===== src/rtl/spi_ram_cache_pkg.sv =====
// Shared types and helpers for the SPI RAM word cache.
package spi_ram_cache_pkg;

    // Width of one cached word (the core only issues 16-bit accesses).
    localparam int DATA_BITS = 16;

    // Width of the hit/miss statistics counters.
    localparam int STAT_BITS = 16;

    // Controller-side sequencing states.
    typedef enum logic [2:0] {
        ST_IDLE     = 3'd0,
        ST_RD_ISSUE = 3'd1,
        ST_WR_ISSUE = 3'd2,
        ST_SETTLE   = 3'd3,
        ST_WAIT     = 3'd4
    } state_t;

    // Tag width: everything above the line index.
    function automatic int tag_bits(input int addr_bits, input int index_bits);
        return addr_bits - index_bits;
    endfunction

endpackage


===== src/rtl/spi_ram_cache_lines.sv =====
// Valid/tag/data storage for the direct-mapped word cache.
// Two combinational lookups (request line and the A+1 neighbour), one write
// port, and two valid-clear ports used to drop words overlapping a write.
module spi_ram_cache_lines
    import spi_ram_cache_pkg::*;
#(
    parameter  int ADDR_BITS  = 16,
    parameter  int INDEX_BITS = 3,
    localparam int TAG_BITS   = tag_bits(ADDR_BITS, INDEX_BITS),
    localparam int LINES      = 1 << INDEX_BITS
) (
    input  logic                  clk,
    input  logic                  rst,
    input  logic [INDEX_BITS-1:0] lk_idx_i,
    output logic                  lk_valid_o,
    output logic [TAG_BITS-1:0]   lk_tag_o,
    output logic [DATA_BITS-1:0]  lk_data_o,
    input  logic [INDEX_BITS-1:0] nb_idx_i,
    output logic                  nb_valid_o,
    output logic [TAG_BITS-1:0]   nb_tag_o,
    input  logic                  wr_en_i,
    input  logic [INDEX_BITS-1:0] wr_idx_i,
    input  logic [TAG_BITS-1:0]   wr_tag_i,
    input  logic [DATA_BITS-1:0]  wr_data_i,
    input  logic                  clr_prev_en_i,
    input  logic [INDEX_BITS-1:0] clr_prev_idx_i,
    input  logic                  clr_next_en_i,
    input  logic [INDEX_BITS-1:0] clr_next_idx_i
);

    logic [LINES-1:0]     valid_q;
    logic [TAG_BITS-1:0]  tag_q  [LINES];
    logic [DATA_BITS-1:0] data_q [LINES];

    assign lk_valid_o = valid_q[lk_idx_i];
    assign lk_tag_o   = tag_q[lk_idx_i];
    assign lk_data_o  = data_q[lk_idx_i];
    assign nb_valid_o = valid_q[nb_idx_i];
    assign nb_tag_o   = tag_q[nb_idx_i];

    // Valid bits: cleared on reset; the line write wins over a neighbour clear.
    always_ff @(posedge clk) begin
        if (rst) begin
            valid_q <= '0;
        end else begin
            if (clr_prev_en_i) valid_q[clr_prev_idx_i] <= 1'b0;
            if (clr_next_en_i) valid_q[clr_next_idx_i] <= 1'b0;
            if (wr_en_i)       valid_q[wr_idx_i]       <= 1'b1;
        end
    end

    // Tag and data payload; meaningless until the valid bit is set, so no reset.
    always_ff @(posedge clk) begin
        if (wr_en_i) begin
            tag_q[wr_idx_i]  <= wr_tag_i;
            data_q[wr_idx_i] <= wr_data_i;
        end
    end

endmodule


===== src/rtl/spi_ram_word_cache.sv =====
// Direct-mapped, write-through word cache in front of spi_ram_controller.
// Keyed on the full byte address; a write invalidates cached words at A-1
// and A+1 since they share a byte with the written word.
// Optional: define SPI_RAM_WORD_CACHE_STATS_EN for hit_count/miss_count outputs.
module spi_ram_word_cache
    import spi_ram_cache_pkg::*;
#(
    parameter int ADDR_BITS  = 16,
    parameter int INDEX_BITS = 3
) (
    input  logic                 clk,
    input  logic                 rst,
    input  logic [ADDR_BITS-1:0] addr_in,
    input  logic [15:0]          data_in,
    input  logic                 start_read,
    input  logic                 start_write,
    output logic [15:0]          data_out,
    output logic                 busy,
    output logic [ADDR_BITS-1:0] mem_addr,
    output logic [15:0]          mem_data_in,
    output logic                 mem_start_read,
    output logic                 mem_start_write,
    input  logic [15:0]          mem_data_out,
    input  logic                 mem_busy
`ifdef SPI_RAM_WORD_CACHE_STATS_EN
    ,
    output logic [15:0]          hit_count,
    output logic [15:0]          miss_count
`endif
);

    localparam int TAG_BITS = tag_bits(ADDR_BITS, INDEX_BITS);

    state_t                 state_q, state_d;
    logic [ADDR_BITS-1:0]   addr_q, addr_d;
    logic [DATA_BITS-1:0]   wdata_q, wdata_d;
    logic [DATA_BITS-1:0]   dout_q, dout_d;
    logic                   op_wr_q, op_wr_d;
    logic                   busy_q;
    logic                   fill_en;
    logic                   rd_hit_acc, rd_miss_acc;

    logic [ADDR_BITS-1:0]   addr_prev, addr_next;
    logic [INDEX_BITS-1:0]  lk_idx;
    logic                   lk_valid, nb_valid;
    logic [TAG_BITS-1:0]    lk_tag, nb_tag;
    logic [DATA_BITS-1:0]   lk_data;
    logic                   hit;
    logic                   wr_en, clr_prev_en, clr_next_en;
    logic [DATA_BITS-1:0]   wr_data;

    // Neighbour addresses wrap modulo 2^ADDR_BITS.
    assign addr_prev = addr_q - ADDR_BITS'(1);
    assign addr_next = addr_q + ADDR_BITS'(1);

    // Port 0 serves the core request in IDLE and the A-1 check during WR_ISSUE.
    assign lk_idx = (state_q == ST_WR_ISSUE) ? addr_prev[INDEX_BITS-1:0]
                                             : addr_in[INDEX_BITS-1:0];
    assign hit    = lk_valid && (lk_tag == addr_in[ADDR_BITS-1:INDEX_BITS]);

    assign clr_prev_en = (state_q == ST_WR_ISSUE) && lk_valid &&
                         (lk_tag == addr_prev[ADDR_BITS-1:INDEX_BITS]);
    assign clr_next_en = (state_q == ST_WR_ISSUE) && nb_valid &&
                         (nb_tag == addr_next[ADDR_BITS-1:INDEX_BITS]);

    // Write-allocate in WR_ISSUE, read fill when the controller returns data.
    assign wr_en   = (state_q == ST_WR_ISSUE) || fill_en;
    assign wr_data = op_wr_q ? wdata_q : mem_data_out;

    spi_ram_cache_lines #(
        .ADDR_BITS  (ADDR_BITS),
        .INDEX_BITS (INDEX_BITS)
    ) u_lines (
        .clk            (clk),
        .rst            (rst),
        .lk_idx_i       (lk_idx),
        .lk_valid_o     (lk_valid),
        .lk_tag_o       (lk_tag),
        .lk_data_o      (lk_data),
        .nb_idx_i       (addr_next[INDEX_BITS-1:0]),
        .nb_valid_o     (nb_valid),
        .nb_tag_o       (nb_tag),
        .wr_en_i        (wr_en),
        .wr_idx_i       (addr_q[INDEX_BITS-1:0]),
        .wr_tag_i       (addr_q[ADDR_BITS-1:INDEX_BITS]),
        .wr_data_i      (wr_data),
        .clr_prev_en_i  (clr_prev_en),
        .clr_prev_idx_i (addr_prev[INDEX_BITS-1:0]),
        .clr_next_en_i  (clr_next_en),
        .clr_next_idx_i (addr_next[INDEX_BITS-1:0])
    );

    // Next-state and datapath selection; a write request beats a read request.
    always_comb begin
        state_d     = state_q;
        addr_d      = addr_q;
        wdata_d     = wdata_q;
        op_wr_d     = op_wr_q;
        dout_d      = dout_q;
        fill_en     = 1'b0;
        rd_hit_acc  = 1'b0;
        rd_miss_acc = 1'b0;
        case (state_q)
            ST_IDLE: begin
                if (start_write) begin
                    addr_d  = addr_in;
                    wdata_d = data_in;
                    op_wr_d = 1'b1;
                    state_d = ST_WR_ISSUE;
                end else if (start_read) begin
                    if (hit) begin
                        dout_d     = lk_data;
                        rd_hit_acc = 1'b1;
                    end else begin
                        addr_d      = addr_in;
                        op_wr_d     = 1'b0;
                        state_d     = ST_RD_ISSUE;
                        rd_miss_acc = 1'b1;
                    end
                end
            end
            ST_RD_ISSUE, ST_WR_ISSUE: state_d = ST_SETTLE;
            ST_SETTLE:                state_d = ST_WAIT;
            ST_WAIT: begin
                if (!mem_busy) begin
                    state_d = ST_IDLE;
                    if (!op_wr_q) begin
                        dout_d  = mem_data_out;
                        fill_en = 1'b1;
                    end
                end
            end
            default: state_d = ST_IDLE;
        endcase
    end

    // Control registers and the registered result.
    always_ff @(posedge clk) begin
        if (rst) begin
            state_q <= ST_IDLE;
            busy_q  <= 1'b0;
            dout_q  <= '0;
            op_wr_q <= 1'b0;
        end else begin
            state_q <= state_d;
            busy_q  <= (state_d != ST_IDLE);
            dout_q  <= dout_d;
            op_wr_q <= op_wr_d;
        end
    end

    // Latched request address/data; only observed outside IDLE.
    always_ff @(posedge clk) begin
        addr_q  <= addr_d;
        wdata_q <= wdata_d;
    end

    assign data_out        = dout_q;
    assign busy            = busy_q;
    assign mem_start_read  = (state_q == ST_RD_ISSUE);
    assign mem_start_write = (state_q == ST_WR_ISSUE);
    assign mem_addr        = (state_q != ST_IDLE) ? addr_q : '0;
    assign mem_data_in     = ((state_q != ST_IDLE) && op_wr_q) ? wdata_q : '0;

`ifdef SPI_RAM_WORD_CACHE_STATS_EN
    logic [STAT_BITS-1:0] hit_cnt_q, miss_cnt_q;

    function automatic logic [STAT_BITS-1:0] sat_inc(input logic [STAT_BITS-1:0] v);
        return (v == {STAT_BITS{1'b1}}) ? v : v + STAT_BITS'(1);
    endfunction

    // Read hit/miss counters, bumped once at request acceptance, saturating.
    always_ff @(posedge clk) begin
        if (rst) begin
            hit_cnt_q  <= '0;
            miss_cnt_q <= '0;
        end else begin
            if (rd_hit_acc)  hit_cnt_q  <= sat_inc(hit_cnt_q);
            if (rd_miss_acc) miss_cnt_q <= sat_inc(miss_cnt_q);
        end
    end

    assign hit_count  = hit_cnt_q;
    assign miss_count = miss_cnt_q;
`endif

endmodule


===== config.mk =====
export PLATFORM = sky130hd
export DESIGN_NAME = spi_ram_word_cache
export DESIGN_NICKNAME = d
export VERILOG_FILES = /design/src/rtl/spi_ram_cache_pkg.sv /design/src/rtl/spi_ram_cache_lines.sv /design/src/rtl/spi_ram_word_cache.sv
export SDC_FILE = /design/constraint.sdc
export NUM_CORES = 1
export LEC_CHECK = 0
export ABC_AREA = 1
export CORE_MARGIN = 5
export CORE_UTILIZATION = 30
export CTS_CLUSTER_SIZE = 40
export DETAILED_ROUTE_END_ITERATION = 8
export HOLD_SLACK_MARGIN = 0.06
export PLACE_DENSITY_LB_ADDON = 0.3
export SETUP_SLACK_MARGIN = 0.4
export SYNTH_ARGS = -nofsm -noshare
export SYNTH_HDL_FRONTEND = slang
export SYNTH_HIERARCHICAL = 1
export SYNTH_SLANG_ARGS = --single-unit

===== constraint.sdc =====
create_clock -name clk -period 4.31 [get_ports clk]
set_input_delay 0.862 -clock clk [delete_from_list [all_inputs] [get_ports clk]]
set_output_delay 0.862 -clock clk [all_outputs]
set_load 0.01 [all_outputs]

Word level (Yosys, flattened, before mapping)
Memories as Yosys holds them, arrays and structs flattened.
Index checks and enable logic that the tools add are counted.
{"block": "classes", "eq_ne": 13, "n_mux": 41, "reduce_logical": 19, "bitwise": 5, "n_lt_le_gt_ge": 7, "add_sub_neg": 2}
{"cell": "16-bit 2-to-1 mux", "n": 11}
{"cell": "8-bit 2-to-1 mux", "n": 5}
{"cell": "13-bit == test", "n": 3}
{"cell": "16-bit case mux with 2 select lines", "n": 1}
{"cell": "16-bit by 1-bit adder with 16-bit output (second input constant)", "n": 1}
{"cell": "8-bit AND", "n": 2}
{"cell": "3-bit by 4-bit < comparator with 1-bit output (second input constant)", "n": 4}
{"cell": "8-bit NOT", "n": 2}
{"cell": "16-bit by 1-bit subtractor with 16-bit output (second input constant)", "n": 1}
{"cell": "3-bit 2-to-1 mux", "n": 5}
{"cell": "1-bit 2-to-1 mux", "n": 13}
{"cell": "2-bit inequality test (second input constant)", "n": 6}
{"cell": "3-bit case mux with 4 select lines", "n": 1}
{"cell": "1-bit demux with 3-bit select", "n": 3}
{"cell": "3-bit by 1-bit greater-or-equal comparator with 1-bit output (second input constant)", "n": 3}
{"cell": "1-bit logical AND", "n": 9}
{"cell": "8-bit bitwise OR", "n": 1}
{"cell": "1-bit binary-select mux with 3-bit select", "n": 2}
{"cell": "3-bit by 2-bit == test with 1-bit output (second input constant)", "n": 2}
{"cell": "6-bit AND reduction", "n": 1}
{"cell": "3-bit nonzero test", "n": 2}
{"cell": "2-bit nonzero test", "n": 2}
{"cell": "3-bit by 1-bit == test with 1-bit output (second input constant)", "n": 1}
{"cell": "3-bit == test (second input constant)", "n": 1}
{"cell": "5 further kinds", "n": 5}
{"block": "word_totals", "mem_bits_rw": 232, "memories": 2, "regBits": 61, "wordCells": 96}
{"name": "u_lines.data_q", "depth": 8, "width": 16, "read_ports": 1, "rd_clocked_by_memory_dff": 0, "write_ports": 1, "line_no": "spi_ram_cache_lines.sv:33", "source": "logic [DATA_BITS-1:0] data_q [LINES];"}
{"name": "u_lines.tag_q", "depth": 8, "width": 13, "read_ports": 2, "rd_clocked_by_memory_dff": 0, "write_ports": 1, "line_no": "spi_ram_cache_lines.sv:32", "source": "logic [TAG_BITS-1:0] tag_q [LINES];"}

Logic depth before layout (Yosys ltp)
{"block": "logic_depth", "ltp_word": 14, "ltp_mapped": 28, "depth_no_buf": 25}

Cells and area by module
Netlist, hierarchy kept.
{"mod": "spi_ram_cache_lines", "cells_each": 1076, "area_per_inst_um2": 10940.5, "instances": 1}
{"mod": "spi_ram_word_cache", "cells_each": 600, "area_per_inst_um2": 3976.3, "instances": 1}

Worst setup path before layout
No wires, ideal clock.
{"block": "synth_timing", "kind": "register -> register", "from": "register addr_q[0]", "to": "register addr_q[0], enable pin", "period_less_slack_ps": 3385, "arrival_time_ps": 3013, "path_buffers": 2, "setup_time_ps": 372, "slack_ps": 925, "path_stages_with_launch": 17, "cell_sequence": "edfxtp_1 -> inv_1 -> ha_1 -> o21ai_0 -> buf_2 -> buf_2 -> o211ai_1 -> nand2_1 -> nand2_1 -> nand2_1 -> inv_1 -> o21ai_0 -> nor2_1 -> and3_1 -> nand2_1 -> nand2_1 -> nand2_1"}
{"block": "synth_between", "elab_chain_cells": 7}
{"element": "from (decl)", "line_no": "spi_ram_word_cache.sv:35", "source": "logic [ADDR_BITS-1:0] addr_q, addr_d;"}
{"element": "from (signal assigned)", "line_no": "spi_ram_word_cache.sv:154", "source": "addr_q <= addr_d;"}
{"element": "16-bit by 1-bit subtractor with 16-bit output", "line_no": "spi_ram_word_cache.sv:53", "source": "assign addr_prev = addr_q - ADDR_BITS'(1);"}
{"element": "3-bit 2-to-1 mux", "line_no": "spi_ram_word_cache.sv:57", "source": "assign lk_idx = (state_q == ST_WR_ISSUE) ? addr_prev[INDEX_BITS-1:0]"}
{"element": "via lk_idx[1]", "line_no": "spi_ram_word_cache.sv:44", "source": "logic [INDEX_BITS-1:0] lk_idx;"}
{"element": "memory read 8 x 13 bit"}
{"element": "via lk_tag[1]", "line_no": "spi_ram_word_cache.sv:46", "source": "logic [TAG_BITS-1:0] lk_tag, nb_tag;"}
{"element": "13-bit == test", "line_no": "spi_ram_word_cache.sv:59", "source": "assign hit = lk_valid && (lk_tag == addr_in[ADDR_BITS-1:INDEX_BITS]);"}
{"element": "1-bit logical AND", "line_no": "spi_ram_word_cache.sv:59"}
{"element": "2-bit inequality test (no source line)"}
{"element": "3-bit AND reduction (no source line)"}
The timed path passes the listed nets, and every way through them passes these cells. The select of a mux whose other input is x is not followed.
A chain may end at the register's enable or synchronous reset.

Worst setup path after layout
{"block": "layout_timing", "from": "register addr_q[0]", "to": "register u_lines.valid_q[6]"}
{"element": "16-bit by 1-bit adder with 16-bit output *", "line_no": "spi_ram_word_cache.sv:54", "source": "assign addr_next = addr_q + ADDR_BITS'(1);"}
{"element": "via addr_next[0]", "line_no": "spi_ram_word_cache.sv:43", "source": "logic [ADDR_BITS-1:0] addr_prev, addr_next;"}
{"element": "3-bit by 4-bit < comparator with 1-bit output (not written as such) or 3-bit by 1-bit greater-or-equal comparator with 1-bit output (tied branches)", "line_no": "spi_ram_cache_lines.sv:47", "source": "if (clr_next_en_i) valid_q[clr_next_idx_i] <= 1'b0;"}
{"element": "1-bit logical AND (not written as such)", "line_no": "spi_ram_cache_lines.sv:47"}
{"element": "1-bit 2-to-1 mux (not written as such)", "line_no": "spi_ram_cache_lines.sv:47"}
{"element": "1-bit demux with 3-bit select"}
{"element": "8-bit NOT (no source line)"}
{"element": "8-bit AND (no source line)"}
{"element": "8-bit 2-to-1 mux *", "line_no": "spi_ram_cache_lines.sv:47"}
{"element": "8-bit 2-to-1 mux *", "line_no": "spi_ram_cache_lines.sv:43", "source": "if (rst) begin"}
{"element": "8-bit bitwise OR (no source line)"}
{"element": "8-bit 2-to-1 mux *", "line_no": "spi_ram_cache_lines.sv:48", "source": "if (wr_en_i) valid_q[wr_idx_i] <= 1'b1;"}
{"element": "to (signal assigned)", "line_no": "spi_ram_cache_lines.sv:44", "source": "valid_q <= '0;"}
{"element": "to (signal, indexed assignment)", "line_no": "spi_ram_cache_lines.sv:47"}
{"element": "to (signal, indexed assignment)", "line_no": "spi_ram_cache_lines.sv:48"}
{"element": "to (decl)", "line_no": "spi_ram_cache_lines.sv:31", "source": "logic [LINES-1:0] valid_q;"}
The timed path passes the listed nets; every way through them passes the cells marked *. The select of a mux whose other input is x is not followed.

==> results list <==
* CTS H-Tree Depth: 1
* Starting density of the core: 30.4%
- After detailed routing, the average wire length per cell comes to 17.7 µm.
* Count of unique library cells instantiated by Yosys: 38
- Total routing resource utilization after global routing: 15.5%
* Combinational family with the most area after synthesis: simple AND/OR/NAND/NOR gates
- Area share of fa/ha/maj cells after synthesis: 0.168%
- The highest layer touched by signal routing is met4.
- After synthesis, the largest area contributor takes up a little over half of total cell area.
* Vias: 11816
- Final Hold Vio Count: 0
* Net switching power figure: 0.00357 W
- Worst hold stages: 2
- The analysis attributes to cell leakage a power of around 7.2 nW.
- The clock drives 293 sinks.
* Mean area per synthesized cell: between 8 and 9 µm²
- The tool flagged a number of max-cap violations equal to 0.
* Synthesized netlist cell count: 1676
- Synth Cell Area: 14900 µm²
- Cell family with the largest share of critical-path delay: simple AND/OR/NAND/NOR gates
- After Yosys synthesis, XOR and XNOR cells account for 1.53% of the synthesized area.
- Setup violations remaining at the end of the flow were counted as 0.
- Die Outline Area: 54300 µm²
- Maximum number of buffers from clock root to sink: 3
- The largest single stage delay on the critical path is approximately 0.40 ns.
- At the worst endpoint, the arrival time is around 4.0 ns.
* Setup slack, reg-to-reg: 0.74 ns
- Syn Nets: 1731
- Mux contribution to synthesized area: 0.939%
* Routability-driven placement congestion ratio: 0.942
* Share of cells above drive strength 1: 6.90%
- Counting both buffers and inverters, the worst setup path holds a total of 3.
* Critical path depth: 20
- The area growth from synthesis to layout is 19.3%.
- Initial antenna violation count: 0
* Post-synthesis sequential area ratio: 57.0%
* Core Box Area: about 50000 µm²
* Pin slew with the least headroom to its limit: 1.06 ns
- Headroom to the max-slew limit: between 20% and 30%
- Max rail drop VDD: about 310 µV
- Die boundary height: 233 µm
- Clock latency at the later pin of the worst-skew pair: 0.60 ns
* Pin count of the biggest net entering global routing: 72
- During synthesis, Yosys emitted a total of 6 warnings.
- Share of synthesized flip-flops with an asynchronous set or reset: 0%
- The floorplan has 81 rows.
- Net switching is 36.7% of the power.
- Share of the clock period used by the worst path: just over 80%
- In the synthesized netlist, the cells that appear most often are nand2_1, edfxtp_1, nor2_1.
* Biggest area contributors in the synthesized netlist: edfxtp_1, nand2_1, nor2_1
- 0 antenna diodes ended up in the layout.
- Largest fanout on the critical path: 19
- First-pass GRT wire length: 65.5 mm
* Count of filler cells inserted in the layout: 4952
- Setup repair after global routing could not meet its margin everywhere.
- Global routing finished with a remaining overflow of 0.
* Relative contribution of combinational cells to total power: 34.4%
- Among all flip-flop cells after synthesis, the most frequent one is edfxtp_1.
- Critical path class: reg -> reg
- The run finished with clean final reports.
- Cells on worst reg2reg path: 20
* Count of port buffers added during placement: 103
- The number of global-route vias before repair is 11115.
- The total count of max-transition violations in the final report is 0.
- TritonCTS clock tree: yes
- Path type of the worst min-delay path: reg -> reg
* Clock edge transition at the registers on the reported setup and hold paths: roughly 0.070 ns
* Crit. End Element: flop
- Of the total power, the clock network draws 28.4%.
* Chip width: 233 µm
- For this run, design rule violations remaining after detail routing come to 0.
* Library cell with the highest instance count after synthesis: nand2_1
- Cell Pwr Density: 546 nW/µm²
- Once detail routing completed, the nets flagged for antenna violations numbered 0.
- Fin crit period: 3.57 ns
* Detail Placement HPWL: 28.2 mm
- Cell internal pwr: 0.00615 W
* Total Negative Setup Slacks: 0 ns
- After detailed routing, the total wire length is about 44 mm.
- Worst hold-check slack: 0.480 ns
- At the end of the flow the core is filled with cells to 36.3%.
* Via-per-instance ratio: just under 5
- Buffers inserted to repair hold after CTS numbered 0.
- Synthesis-stage register bit count: 293
- Number of enable flip-flop cells after synthesis: 264
- In this run, CTS created clock tree buffers numbering 31.
* Number of ports placed on the die boundary: 104
- Across the routed clock network, the largest skew measured is roughly 0.022 ns.
- Final #Nets: about 1800
* Number of iterations in the first detailed-routing pass: 5
- Largest area contributor in the synthesized netlist: edfxtp_1
- CTS Root Buffer Type: clkbuf_16
- Met2 wire length: about 21 mm
- The synthesized netlist devotes 22.9% of its cell area to simple gates.
- Summing the areas of all compound-gate instances in the mapped netlist gives 9.93% of the synthesized area.
- List of cells traversed by the critical path: clkinv_2 > ha_2 > o21ai_4 > buf_4 > o211ai_1 > nand2_1 > nand2_1 > nand2_1 > xor2_1 > nand3_1 > nand2_1 > nand3_1 > nor2_1 > nand4_1 > nor2_1 > inv_1 > nor2_2 > nand2_1 > nand3_1 > a21oi_1
- Post-route met1 wirelength: 19.3 mm
* Critical-path top delay cell: edfxtp_1
- By instance count, the cell type seen most on the critical path is nand2_1.
- For the worst setup path, the data required time is around 4.8 ns.
* Sequential share of power: 37.2%
- STA classifies the critical path startpoint as a flop.
* Detailed router's first-iteration violation count: 895
- Summed over all nets, wire length on met3 after detailed routing comes to 2.31 mm.
* Maximum clock frequency: 280 MHz
==> layout make-up <==
type	instances	area, µm²	share of cell area, %
timing repair buffer	150	1500	8.42
tap	664	831	4.67
clock inverter	26	258	1.45
sequential	293	8510	47.8
inverter	155	586	3.29
clock buffer	32	779	4.38
multi-input combinational	1141	5340	30.0
==> cells by family after synthesis <==
| kind of cell | Yosys count |
|---|---|
| AND/OR/NAND/NOR | 846 |
| flip-flops | 293 |
| AO/OA/AOI/OAI | 253 |
| buffers and inverters | 242 |
| XOR/XNOR | 26 |
| multiplexers | 14 |
| adder cells (fa/ha/maj) | 2 |
==> flip-flops by register name, summed over array words and instances (netlist names) <==
name,flops
busy,1
state_q,3
u_lines/valid_q,8
op_wr_q,1
u_lines/tag_q,104
addr_q,16
u_lines/data_q,128
data_out,16
wdata_q,16
==> timing repair <==
item                                    4_1_cts  5_1_grt
gates resized for setup                       1       11
gates cloned                                  0        0
endpoints found under the setup margin        4       40
pin swaps                                     0        1
setup buffers                                 0        5
==> layout by cell type, fill, tap and decap left out, drive strengths merged <==
cell           instances
nand4                 13
nand3b                 3
o211ai                84
clkbuf                32
a21oi                 58
nand3                 60
clkinv                20
edfxtp               264
nor3b                  2
bufinv                 5
inv                  154
a21o                   1
xnor2                 10
clkinvlp               2
nand2                511
and2                   1
mux2i                 14
dfxtp                 29
ha                     2
o21ai                109
or2                    1
clkdlybuf4s50        103
buf                   47
and3                   2
nor3                   3
xor2                  16
nor2                 250
o21bai                 1
==> power by group through the flow <==
stage	Combinational, W	Clock, W	Sequential (W)
2_1_floorplan	0.00229	0	0.00357
3_3_place_gp	0.00326	0	0.00367
3_5_place_dp	0.00328	0	0.00368
4_1_cts	0.00330	0.00282	0.00362
5_1_grt	0.00369	0.00293	0.00364
6_report	0.00334	0.00276	0.00362
==> layer usage <==
metal  GRT usage [%]  up-vias
met5               0        -
met4            3.75        0
met3            2.28       67
met2            26.3      348
met1            20.9     5652
li1                -     5749
==> worst min-delay path: cells and delay by family (launching register included) <==
kind               cells  cell delay (ns)
DFF                    1             0.31
and+or+nand+nor        1             0.07
AOI/OAI and AO/OA      1             0.05
==> path summary, 6_finish.rpt <==
path / start / to
min: u_lines/valid_q[7]$_SDFF_PP0_ / u_lines/valid_q[7]$_SDFF_PP0_
max: addr_q[0]$_DFFE_PP_ / u_lines/valid_q[6]$_SDFF_PP0_
min reg2reg: u_lines/valid_q[7]$_SDFF_PP0_ / u_lines/valid_q[7]$_SDFF_PP0_
max reg2reg: addr_q[0]$_DFFE_PP_ / u_lines/valid_q[6]$_SDFF_PP0_
==> through the flow <==
| step | power, W | setup WS [ns] | std cells | instance area (µm²) |
|---|---|---|---|---|
| finish | 0.00972 | 0.738 | 2461 | 17800 |
| global placement | 0.00693 | 0.336 | 2398 | 16700 |
| global route | 0.0103 | 0.388 | 2461 | 17800 |
| floorplan | 0.00585 | 0.925 | 1676 | 14900 |
| CTS | 0.00974 | 0.399 | 2456 | 17700 |
| detailed placement | 0.00696 | 0.263 | 2398 | 16700 |
(Power assumes the default switching activity.)
